===== src/rtl/mem_port_arbiter.sv =====
// Two-requester arbiter for the unified single-port memory. The IF and D requesters
// share one fixed-latency memory. D normally has priority. IF is forced through after
// STARVE_MAX consecutive losses. Each access runs IDLE -> ISSUE -> WAIT -> RESP,
// and every output is driven from a register.
module mem_port_arbiter #(
  parameter int unsigned AW         = 32,
  parameter int unsigned DW         = 32,
  parameter int unsigned WAIT_CYC   = 1,
  parameter int unsigned STARVE_MAX = 3
) (
  input  logic          ClkIn,
  input  logic          Rst,
  input  logic          if_req,
  input  logic [AW-1:0] if_addr,
  output logic          if_ack,
  output logic [DW-1:0] if_rdata,
  input  logic          d_req,
  input  logic          d_we,
  input  logic [AW-1:0] d_addr,
  input  logic [DW-1:0] d_wdata,
  output logic          d_ack,
  output logic [DW-1:0] d_rdata,
  output logic          mem_en,
  output logic          mem_we,
  output logic [AW-1:0] mem_addr,
  output logic [DW-1:0] mem_wdata,
  input  logic [DW-1:0] mem_rdata,
  output logic          busy
);

  // With STARVE_MAX == 0 the counter never moves, but it keeps one bit so it is never zero-width.
  localparam int unsigned SW = (STARVE_MAX > 0) ? $clog2(STARVE_MAX + 1) : 1;

  typedef enum logic [1:0] {StIdle, StIssue, StWait, StResp} state_t;

  state_t        state_q;
  logic          src_if_q;   // granted source: 1 = IF, 0 = D
  logic          store_q;    // granted access is a D store
  logic [3:0]    wait_q;
  logic [SW-1:0] starve_q;
  logic          grant_if;

  // IF wins on its own, or when it has lost to D too many times in a row.
  always_comb begin
    grant_if = 1'b0;
    if (if_req) begin
      grant_if = !d_req || ((STARVE_MAX != 0) && (starve_q == SW'(STARVE_MAX)));
    end
  end

  // Access sequencer. mem_addr and mem_wdata are the latched request and hold their value while idle.
  always_ff @(posedge ClkIn or negedge Rst) begin
    if (!Rst) begin
      state_q   <= StIdle;
      src_if_q  <= 1'b0;
      store_q   <= 1'b0;
      wait_q    <= '0;
      starve_q  <= '0;
      if_ack    <= 1'b0;
      d_ack     <= 1'b0;
      if_rdata  <= '0;
      d_rdata   <= '0;
      mem_en    <= 1'b0;
      mem_we    <= 1'b0;
      mem_addr  <= '0;
      mem_wdata <= '0;
      busy      <= 1'b0;
    end else begin
      if_ack <= 1'b0;
      d_ack  <= 1'b0;
      mem_en <= 1'b0;
      mem_we <= 1'b0;
      unique case (state_q)
        StIdle: begin
          if (if_req || d_req) begin
            src_if_q <= grant_if;
            store_q  <= !grant_if && d_we;
            // The strobe is loaded here so that it is high for exactly the ISSUE cycle.
            mem_en   <= 1'b1;
            mem_we   <= !grant_if && d_we;
            if (grant_if) begin
              mem_addr <= if_addr;
              starve_q <= '0;
            end else begin
              mem_addr  <= d_addr;
              mem_wdata <= d_wdata;
              if (if_req && (starve_q != SW'(STARVE_MAX))) begin
                starve_q <= starve_q + SW'(1);
              end
            end
            busy    <= 1'b1;
            state_q <= StIssue;
          end
        end
        StIssue: begin
          wait_q  <= 4'(WAIT_CYC - 1);
          state_q <= StWait;
        end
        StWait: begin
          if (wait_q == 4'd0) begin
            if (src_if_q) begin
              if_rdata <= mem_rdata;
              if_ack   <= 1'b1;
            end else begin
              if (!store_q) begin
                d_rdata <= mem_rdata;
              end
              d_ack <= 1'b1;
            end
            state_q <= StResp;
          end else begin
            wait_q <= wait_q - 4'd1;
          end
        end
        StResp: begin
          busy    <= 1'b0;
          state_q <= StIdle;
        end
        default: state_q <= StIdle;
      endcase
    end
  end

endmodule

===== config.mk =====
export PLATFORM = sky130hd
export DESIGN_NAME = mem_port_arbiter
export DESIGN_NICKNAME = d
export VERILOG_FILES = /design/src/rtl/mem_port_arbiter.sv
export SDC_FILE = /design/constraint.sdc
export NUM_CORES = 1
export LEC_CHECK = 0
export ABC_AREA = 1
export CAP_MARGIN = 20
export CORE_ASPECT_RATIO = 1.75
export CORE_MARGIN = 1
export CORE_UTILIZATION = 42
export CTS_BUF_LIST = sky130_fd_sc_hd__clkbuf_4 sky130_fd_sc_hd__clkbuf_8 sky130_fd_sc_hd__clkbuf_16
export DETAILED_ROUTE_END_ITERATION = 10
export GPL_TIMING_DRIVEN = 0
export PLACE_DENSITY = 0.81
export SETUP_SLACK_MARGIN = 0.05
export SYNTH_ARGS = -nofsm -noshare
export SYNTH_HDL_FRONTEND = slang
export SYNTH_SLANG_ARGS = --single-unit

===== constraint.sdc =====
create_clock -name ClkIn -period 2.1 [get_ports ClkIn]
set_input_delay 0.42 -clock ClkIn [delete_from_list [all_inputs] [get_ports ClkIn]]
set_output_delay 0.42 -clock ClkIn [all_outputs]
set_load 0.02 [all_outputs]

==> results of run 1 <==
-- through the flow --
stage / setup TNS [ns] / utilization (%) / cell area (um2) / setup slack, ns / instances
2_1_floorplan: 0 / - / 5830 / 0.640 / 629
3_3_place_gp: -737.05 / 64.7 / 8700 / -5.17 / 1068
3_5_place_dp: 0 / 64.9 / 8730 / 0.122 / 1069
4_1_cts: 0 / 69.4 / 9330 / 0.219 / 1101
5_1_grt: 0 / 69.4 / 9330 / 0.100 / 1101
6_report: 0 / 69.4 / 9330 / 0.231 / 1101
-- placed cells by master, fill, tap and decap left out, drive strengths merged --
| master | count |
|---|---|
| bufinv | 2 |
| clkdlybuf4s50 | 264 |
| or2 | 2 |
| clkbuf | 21 |
| buf | 30 |
| inv | 52 |
| o21bai | 1 |
| a21oi | 3 |
| nand2 | 276 |
| nor2 | 10 |
| ha | 6 |
| clkinvlp | 1 |
| dfrtp | 143 |
| o21ai | 71 |
| nand3 | 40 |
| clkinv | 3 |
| nor3 | 2 |
-- final timing paths --
kind                               start            end  slack (ns)  cells after the start
setup / recovery             mem_addr[5]    mem_addr[5]        0.23                      1
hold / removal                       Rst    if_rdata[7]       0.004                      1
setup reg to reg               wait_q[0]     d_rdata[5]        0.35                      8
hold reg to reg            mem_wdata[10]  mem_wdata[10]        0.48                      2
max in group asynchronous            Rst  mem_wdata[15]        1.29                      2
min in group ClkIn         mem_wdata[10]  mem_wdata[10]        0.48                      2
-- state kept, by name, indices dropped and copies added, names as in the netlist --
signal,count
if_rdata,32
d_ack,1
mem_wdata,32
starve_q,2
mem_addr,32
mem_en,1
state_q,2
d_rdata,32
store_q,1
busy,1
wait_q,4
src_if_q,1
if_ack,1
mem_we,1
-- cells by family (layout without fill, tap and decap cells) --
family          Yosys count  after routing  share of synthesized area [%]
simple gates            330            330                           22.7
flops                   143            143                           61.4
compound gates           75             75                           7.96
buf+inv                  75            373                           6.70
fa+ha+maj                 6              6                           1.29
-- metal layers --
metal  global-route usage, %  part of all wire [%]  up-vias  routed length [um]
met1                    25.2                    36     2470                6040
met2                    46.8                    55      207                9390
met3                    5.81                   5.7       39                 961
met5                       0                     0        -                   0
li1                        -                     -     2541                   -
met4                    11.0                   3.4        0                 571
-- worst register-to-register path, cell delays in order (launching register included) --
cell	delay (ns)
dfrtp_1	0.39
inv_1	0.11
ha_1	0.19
inv_1	0.07
nor3_2	0.15
nand3_2	0.26
buf_2	0.30
nand2_1	0.10
o21ai_1	0.06
-- area by class of cell --
type	instances	area share, %
clock inverters	12	1.60
repair buffers	266	28.7
inverters	46	1.88
plain buffers	29	2.31
well taps	174	2.33
flip-flops and latches	143	38.3
multi-input cells	411	19.9
clock buffers	20	4.87
-- report_power, final --
part	internal (mW)	switching, mW	leakage (nW)
sequential	4.11	0.751	1.76
combinational	3.41	4.02	2.42
clock	1.84	1.24	0.295
total	9.36	6.01	4.47
==> key figures, run 1 <==
Place
  – Hpwl dp: 12.8 mm
  – Port bufs: 265
  – Placer Congestion: 0.795

Cells and area
  – NumNets Final: 1053
  – # fillers: 1046
  – Area Growth Syn to Fin: 60.1%
  – Share of cells above drive strength 1: 10.0%
  – Reg area: 3580 um2
  – Antenna diodes: 0
  – Multi-input gate area: 1860 um2

Synthesis
  – Post-synth top cells: nand2_1 (275), dfrtp_1 (143), inv_1 (44), o21ai_1 (42), nand3_1 (39)
  – Synth area leader: dfrtp_1
  – Post-synthesis area per instance: 9.27 um2
  – FF+latch count, synth: 143
  – Primary FF master, synth: dfrtp_1
  – Ys Warns: 0
  – Count leader, synth: nand2_1
  – Syn nets: 768
  – Number of synthesized flops with an enable pin: 0
  – Share of the synthesized area in the top cell type: 61.4%
  – Synth Instances: 629
  – Distinct cells, synth: 23
  – Register area share after synthesis: 61.4%
  – Mapped cell area: 5830 um2
  – Post-synthesis async set-or-reset flop share: 100%
  – Largest cells by area after synthesis: dfrtp_1 (61%), nand2_1 (18%), o21ai_1 (3.6%)

Timing
  – Post-route minimum period: 1.87 ns
  – Worst Tran Pin Value: 0.649 ns
  – Max Freq: 535 MHz
  – Slew Limit Fails: 0
  – Slew HR: 56.7%
  – RSZ-0062 raised after global routing: no
  – Final setup fails: 0
  – Clk_skew: 0.0108 ns
  – Min Hold Slack: 0.00407 ns
  – Fin. Hold Viols: 0
  – Final period util: 89.0%

Worst setup path
  – Max incr delay on CP: 0.67 ns
  – Delay-heaviest family, CP: buffers and inverters
  – Crit start category: flop
  – Critical path required time: 1.68 ns
  – Critical path arrival: 1.45 ns
  – Worst Path Buf+Inv: 1
  – Crit-path cells: clkdlybuf4s50_1
  – Critical path class: flop to output port
  – Crit end category: output port
  – Worst-path maximum fanout: 2
  – Critical path's slowest cell: clkdlybuf4s50_1

Routing
  – WL final: 17.0 mm
  – DRT Pass-1 Iters: 4
  – Antenna viol nets, final: 0
  – Initial DRC count: 206
  – Via/cell ratio: 4.77
  – Vias post-DR: 5257
  – Drt wl/cell: 15.4 um
  – Drt drc: 0

Floorplanning
  – Number of cell rows: 56
  – Top-Level Pins: 266
  – Die outline width: 91.1 um
  – Die H: 158 um
  – Core area: 13500 um2
  – Die Area: 14400 um2
  – Starting Density: 43.3%

Run
  – # Max-Cap Violations: 0

GRT
  – Gr ovfl total: 0
  – First-pass GRT wire length: 27.0 mm
  – Vias in the first global route: 5425
  – Pin count of the biggest net entering global routing: 76
  – GRT Total Usage: 24.5%
  – Initial antenna violation count: 0

Pwr
  – Final Total Pwr: 15.4 mW
  – Power Dens Cells: 1650 nW/um2
  – Leakage: 4.47 nW
  – Max VDD drop: 0.000761 V

CTS
  – TritonCTS Sinks: 143
  – Root Buffer: clkbuf_16
  – H-tree Lvls: 4
  – Clk buf depth: 2
  – Clock Latency Late Sink: 0.42 ns
  – Hold buffer count at cts: 0
  – Post-cts repair resize count: 0
  – Post-CTS setup buffers: 0
  – CTS buffer count: 17
  – CTS tree: built
  – Worst-path clk slew: 0.07 ns

Worst hold path
  – Hold Path Class: input pin to async pin

Status
  – Status: finished, final reports clean
Note: power is estimated with default switching activity, not from simulation.
==> run 2, diff against run 1 <==
--- a/config.mk
+++ b/config.mk
@@ -6,13 +6,15 @@
 export NUM_CORES = 1
 export LEC_CHECK = 0
 export ABC_AREA = 1
+export ABC_CLOCK_PERIOD_IN_PS = 2100
 export CAP_MARGIN = 20
 export CORE_ASPECT_RATIO = 1.75
 export CORE_MARGIN = 1
 export CORE_UTILIZATION = 42
 export CTS_BUF_LIST = sky130_fd_sc_hd__clkbuf_4 sky130_fd_sc_hd__clkbuf_8 sky130_fd_sc_hd__clkbuf_16
+export CTS_CLUSTER_DIAMETER = 200
 export DETAILED_ROUTE_END_ITERATION = 10
-export GPL_TIMING_DRIVEN = 0
+export GPL_TIMING_DRIVEN = 1
 export PLACE_DENSITY = 0.81
 export SETUP_SLACK_MARGIN = 0.05
 export SYNTH_ARGS = -nofsm -noshare
==> run 2 against run 1 <==
Against the previous run: count of clock-buffer cells in the layout is 1 lower; clock power is 2% higher; design area is 0.58% lower; hold slack better by 0.47 ns; first-iteration DRC count is 14% higher; clock skew is 0.0013 ns higher; wire length is 9.6% lower; non-clock buffer count is 20 lower; final cell count is 1.8% lower; sequential share of layout area is 0.22 points higher; global-route usage is 2.4 points lower; largest cell class unchanged; highest routed layer unchanged.
==> key figures, run 2 (same netlist as run 1, synthesis figures left out) <==
Status
  – Status: finished, final reports clean

Routing
  – Met3 WL: 1.01 mm
  – Uppermost layer routed: met4
  – Drt wl/cell: 14.2 um
  – M1 WL: 5.56 mm
  – DRT Pass-1 Iters: 6
  – Met2 wire len: 8.38 mm
  – Initial DRC count: 234
  – Antenna viol nets, final: 0
  – Via/cell ratio: 4.74
  – Vias post-DR: 5122
  – WL final: 15.3 mm
  – Drt drc: 0

Worst hold path
  – Hold Path Class: input pin to async pin

Worst setup path
  – Worst R2R Path Depth: 6
  – Crit end category: output port
  – Reg-to-reg startpoint: state_q[0]
  – Critical path arrival: 1.45 ns
  – Critical path required time: 1.68 ns
  – Max incr delay on CP: 0.63 ns
  – Crit start category: flop
  – RR Endpoint: d_rdata[20]
  – Delay-heaviest family, CP: buffers and inverters
  – Critical path's slowest cell: clkdlybuf4s50_1
  – Crit-path cells: clkdlybuf4s50_1
  – Worst-path maximum fanout: 2
  – R2R Setup Slk: 0.32 ns
  – Critical path class: flop to output port
  – Worst Path Buf+Inv: 1

GRT
  – First-pass GRT wire length: 24.5 mm
  – GRT Total Usage: 22.1%
  – Gr ovfl total: 0
  – Pin count of the biggest net entering global routing: 66
  – Vias in the first global route: 5065
  – Initial antenna violation count: 0

Timing
  – Setup TNS: 0 ns
  – Final WS setup: 0.229 ns
  – Slew HR: 57.1%
  – Clk_skew: 0.0121 ns
  – Max Freq: 534 MHz
  – RSZ-0062 raised after global routing: no
  – Final period util: 89.1%
  – Slew Limit Fails: 0
  – Final setup fails: 0
  – Post-route minimum period: 1.87 ns
  – Fin. Hold Viols: 0
  – Worst Tran Pin Value: 0.644 ns

Cells and area
  – Commonest non-fill, non-tap cell in the layout: nand2_1
  – Fin cells: 1081
  – Share of cells above drive strength 1: 8.27%
  – # fillers: 1039
  – NumNets Final: 1033
  – Antenna diodes: 0
  – Reg area: 3580 um2
  – Area Growth Syn to Fin: 59.2%
  – Multi-input gate area: 1870 um2
  – Commonest cells after routing, fill and taps aside: nand2_1 (275), clkdlybuf4s50_1 (264), dfrtp_1 (143), inv_1 (44), o21ai_1 (42)

CTS
  – CTS buffer count: 17
  – Root Buffer: clkbuf_16
  – CTS tree: built
  – H-tree Lvls: 4
  – Worst-path clk slew: 0.06 ns
  – Clk buf depth: 2
  – TritonCTS Sinks: 143
  – Clock Latency Late Sink: 0.41 ns

Pwr
  – Max VDD drop: 0.000773 V
  – Leakage: 4.42 nW
  – Sw frac: 38.3%
  – Power Dens Cells: 1640 nW/um2
  – Cell-internal power: 9.41 mW
  – Clock share of power: 20.7%
  – Sequential power share: 31.8%
  – Final Total Pwr: 15.3 mW
  – Sw Pwr: 5.84 mW
  – Logic pwr share: 47.5%

Floorplanning
  – Top-Level Pins: 266
  – Core area: 13500 um2
  – Die H: 158 um
  – Number of cell rows: 56
  – Die outline width: 91.1 um
  – Starting Density: 43.3%
  – Die Area: 14400 um2

Place
  – Placer Congestion: 0.818
  – DP Worst Slack: 0.0274 ns
  – Placed Instances: 1048
  – Hpwl dp: 11.1 mm
  – Port bufs: 265

Run
  – # Max-Cap Violations: 0
## run 2: final cells by class
cell class                 instances  area share, %
inverter                          46           1.92
multi-input combinational        411           20.1
sequential                       143           38.6
clock buffer                      19           4.88
timing repair buffer             275           30.2
clock inverter                    13           1.90
tap                              174           2.35
## run 2: worst max-delay path by stage
| stage | start | endpoint | slack (ns) | cells past startpoint |
|---|---|---|---|---|
| finish | mem_addr[5] | mem_addr[5] | 0.23 | 1 |
| floorplan | wait_q[0] | if_rdata[21] | 0.64 | 9 |
| global route | wait_q[0] | d_rdata[20] | 0.14 | 8 |
| global placement | if_req | mem_wdata[30] | 0.07 | 7 |
| detailed placement | if_req | mem_addr[15] | 0.03 | 7 |
| CTS | state_q[0] | mem_wdata[19] | 0.18 | 8 |
## run 2: what timing repair did
action / in CTS / in global routing
hold buffers: 1 / 0
endpoints found under the setup margin: 0 / 7
buffers inserted: 0 / 0
resized for setup: 0 / 1
hold endpoints to repair: 35 / 0
## run 2: routing by layer
layer | GRT usage [%] | up-vias
met1 | 24.3 | 2383
met3 | 5.96 | 28
li1 | - | 2499
met5 | 0 | -
met4 | 8.84 | 0
met2 | 40.2 | 212
## run 2: power by group through the flow
| stage | Sequential (mW) | Clock, mW | Combinational [mW] |
|---|---|---|---|
| 2_1_floorplan | 6.36 | 0 | 2.33 |
| 3_3_place_gp | 4.84 | 0 | 7.15 |
| 3_5_place_dp | 4.86 | 0 | 7.31 |
| 4_1_cts | 4.86 | 3.22 | 7.33 |
| 5_1_grt | 5.02 | 3.35 | 7.90 |
| 6_report | 4.85 | 3.15 | 7.25 |
## run 2: per-stage QoR
stage               cell area, um2  hold WS, ns  utilization (%)
detailed placement            8640        0.346             64.2
floorplan                     5830        0.124                -
CTS                           9280        0.478             68.9
global route                  9280        0.496             69.0
finish                        9280        0.475             69.0
global placement              8640        0.346             64.2
==> run 3, diff against run 2 <==
--- a/config.mk
+++ b/config.mk
@@ -16,7 +16,7 @@
 export DETAILED_ROUTE_END_ITERATION = 10
 export GPL_TIMING_DRIVEN = 1
 export PLACE_DENSITY = 0.81
-export SETUP_SLACK_MARGIN = 0.05
+export SETUP_SLACK_MARGIN = 0.5
 export SYNTH_ARGS = -nofsm -noshare
 export SYNTH_HDL_FRONTEND = slang
 export SYNTH_SLANG_ARGS = --single-unit
==> run 3 against run 2 <==
Against the previous run: sequential share of layout area decreased by 1.4 points; critical path type is now flop to flop; setup slack improved by 0.18 ns; clock power about the same; highest routed layer unchanged; total power is 0.26% higher.
==> key figures, run 3 (same netlist as run 1, synthesis figures left out) <==
Floorplanning
  – Die Area: 14400 um2
  – Die H: 158 um
  – Number of cell rows: 56
  – Top-Level Pins: 266
  – Core area: 13500 um2
  – Starting Density: 43.3%
  – Die outline width: 91.1 um

Worst setup path
  – Worst setup path startpoint: wait_q[1]
  – RR Endpoint: if_rdata[9]
  – Critical path class: flop to flop
  – CP Depth: 8
  – Crit-path cells: inv_2 > ha_4 > inv_4 > nor3_4 > nand3_4 > clkbuf_16 > nand2_2 > o21ai_2
  – Critical path required time: 2.40 ns
  – Worst Path Buf+Inv: 3
  – Critical path arrival: 1.99 ns
  – CP Capture Point: if_rdata[9]
  – Crit start category: flop
  – Worst-path maximum fanout: 8
  – Delay-heaviest family, CP: simple AND/OR/NAND/NOR gates
  – Reg-to-reg startpoint: wait_q[1]
  – Max incr delay on CP: 0.41 ns
  – Worst R2R Path Depth: 8
  – Crit end category: flop
  – Critical path's slowest cell: dfrtp_1
  – R2R Setup Slk: 0.41 ns

Timing
  – Final period util: 80.6%
  – Slew HR: 75.4%
  – Clk_skew: 0.00957 ns
  – Worst Tran Pin Value: 0.369 ns
  – Final setup fails: 0
  – Slew Limit Fails: 0
  – Max Freq: 591 MHz
  – Post-route minimum period: 1.69 ns
  – Setup TNS: 0 ns
  – Min Hold Slack: 0.474 ns
  – RSZ-0062 raised after global routing: yes
  – Fin. Hold Viols: 0

CTS
  – Clk buf depth: 2
  – CTS buffer count: 17
  – TritonCTS Sinks: 143
  – CTS tree: built
  – H-tree Lvls: 4
  – Clock Latency Late Sink: 0.41 ns
  – Worst-path clk slew: 0.06 ns
  – Root Buffer: clkbuf_16

Routing
  – Initial DRC count: 214
  – WL final: 18.1 mm
  – Drt drc: 0
  – Drt wl/cell: 16.5 um
  – Vias post-DR: 5364
  – Antenna viol nets, final: 0
  – Via/cell ratio: 4.88
  – DRT Pass-1 Iters: 4

Cells and area
  – Commonest cells after routing, fill and taps aside: nand2_1 (253), dfrtp_1 (143), clkdlybuf4s50_1 (131), dlygate4sd2_1 (131), inv_1 (39)
  – Share of cells above drive strength 1: 14.1%
  – Fin cells: 1100
  – NumNets Final: 1052
  – Antenna diodes: 0
  – Area Growth Syn to Fin: 65.4%
  – # fillers: 1012
  – Reg area: 3580 um2
  – Design area: 9640 um2
  – Multi-input gate area: 2080 um2
  – Commonest non-fill, non-tap cell in the layout: nand2_1

Pwr
  – Leakage: 4.89 nW
  – Final Total Pwr: 15.3 mW
  – Power Dens Cells: 1590 nW/um2
  – Max VDD drop: 0.000699 V

Place
  – Placer Congestion: 0.818
  – Port bufs: 265
  – Placed cell area: 8640 um2
  – Placed Instances: 1048
  – Hpwl dp: 11.1 mm

Worst hold path
  – Hold Path Class: flop to flop

Status
  – Status: finished, final reports clean

GRT
  – First-pass GRT wire length: 25.6 mm
  – Gr ovfl total: 0
  – Pin count of the biggest net entering global routing: 66
  – GRT Total Usage: 23.2%
  – Vias in the first global route: 5201
  – Initial antenna violation count: 0

Run
  – # Max-Cap Violations: 0
[run 3: cell count changes in the layout (fill, tap and decap cells not counted), sizes merged]
cell / before / now
dlygate4sd2: 0 / 131
clkdlybuf4s50: 264 / 131
clkinv: 3 / 4
inv: 51 / 52
buf: 10 / 22
clkdlybuf4s15: 0 / 1
clkbuf: 19 / 25
[run 3: worst min path at each step]
stage / from / endpoint / slack, ns / cells after the start
final: mem_wdata[13] / mem_wdata[13] / 0.47 / 2
after global routing: Rst / if_rdata[31] / 0.49 / 2
after CTS: Rst / if_rdata[31] / 0.48 / 2
after detailed placement: Rst / if_rdata[31] / 0.35 / 1
after global placement: Rst / if_rdata[31] / 0.35 / 1
after floorplan: Rst / busy / 0.12 / 0
[run 3: routing by layer]
metal	global-route usage, %	share of wire [%]	vias to the layer above
li1	-	-	2547
met1	25.0	34	2579
met2	42.6	58	207
met3	6.10	5.7	31
met4	10.4	2.7	0
met5	0	0	-
[run 3: worst reg2reg max path: cells and delay by family, from the launching register on]
family	cells	cell delay, ns
simple gates	3	0.56
buf+inv	3	0.41
flops	1	0.41
fa+ha+maj	1	0.16
compound gates	1	0.05
[run 3: through the flow]
step	setup WS, ns	util [%]
6_report	0.408	71.7
3_5_place_dp	0.0274	64.2
4_1_cts	0.501	68.6
5_1_grt	0.337	71.7
3_3_place_gp	0.0672	64.2
2_1_floorplan	0.640	-
[run 3: area by class of cell]
| cell class | count | area share [%] |
|---|---|---|
| timing repair inverter | 2 | 0.286 |
| tap | 174 | 2.26 |
| sequential | 143 | 37.1 |
| clock buffer | 19 | 4.70 |
| inverter | 46 | 1.99 |
| multi-input combinational | 411 | 21.6 |
| timing repair buffer | 292 | 30.2 |
| clock inverter | 13 | 1.83 |
[run 3: report_power, final]
part,internal [mW],switching (mW)
Clock,1.96,1.22
Combinational,2.92,4.27
Sequential,4.11,0.805
Total,8.99,6.30
[run 3: what timing repair did]
| item | in CTS | in global routing |
|---|---|---|
| hold buffers | 1 | 0 |
| gates cloned | 2 | 9 |
| hold endpoints to repair | 35 | 0 |
| setup buffers | 1 | 7 |
| resized for setup | 149 | 60 |
| setup endpoints to repair | 256 | 113 |
| pin swaps | 3 | 7 |
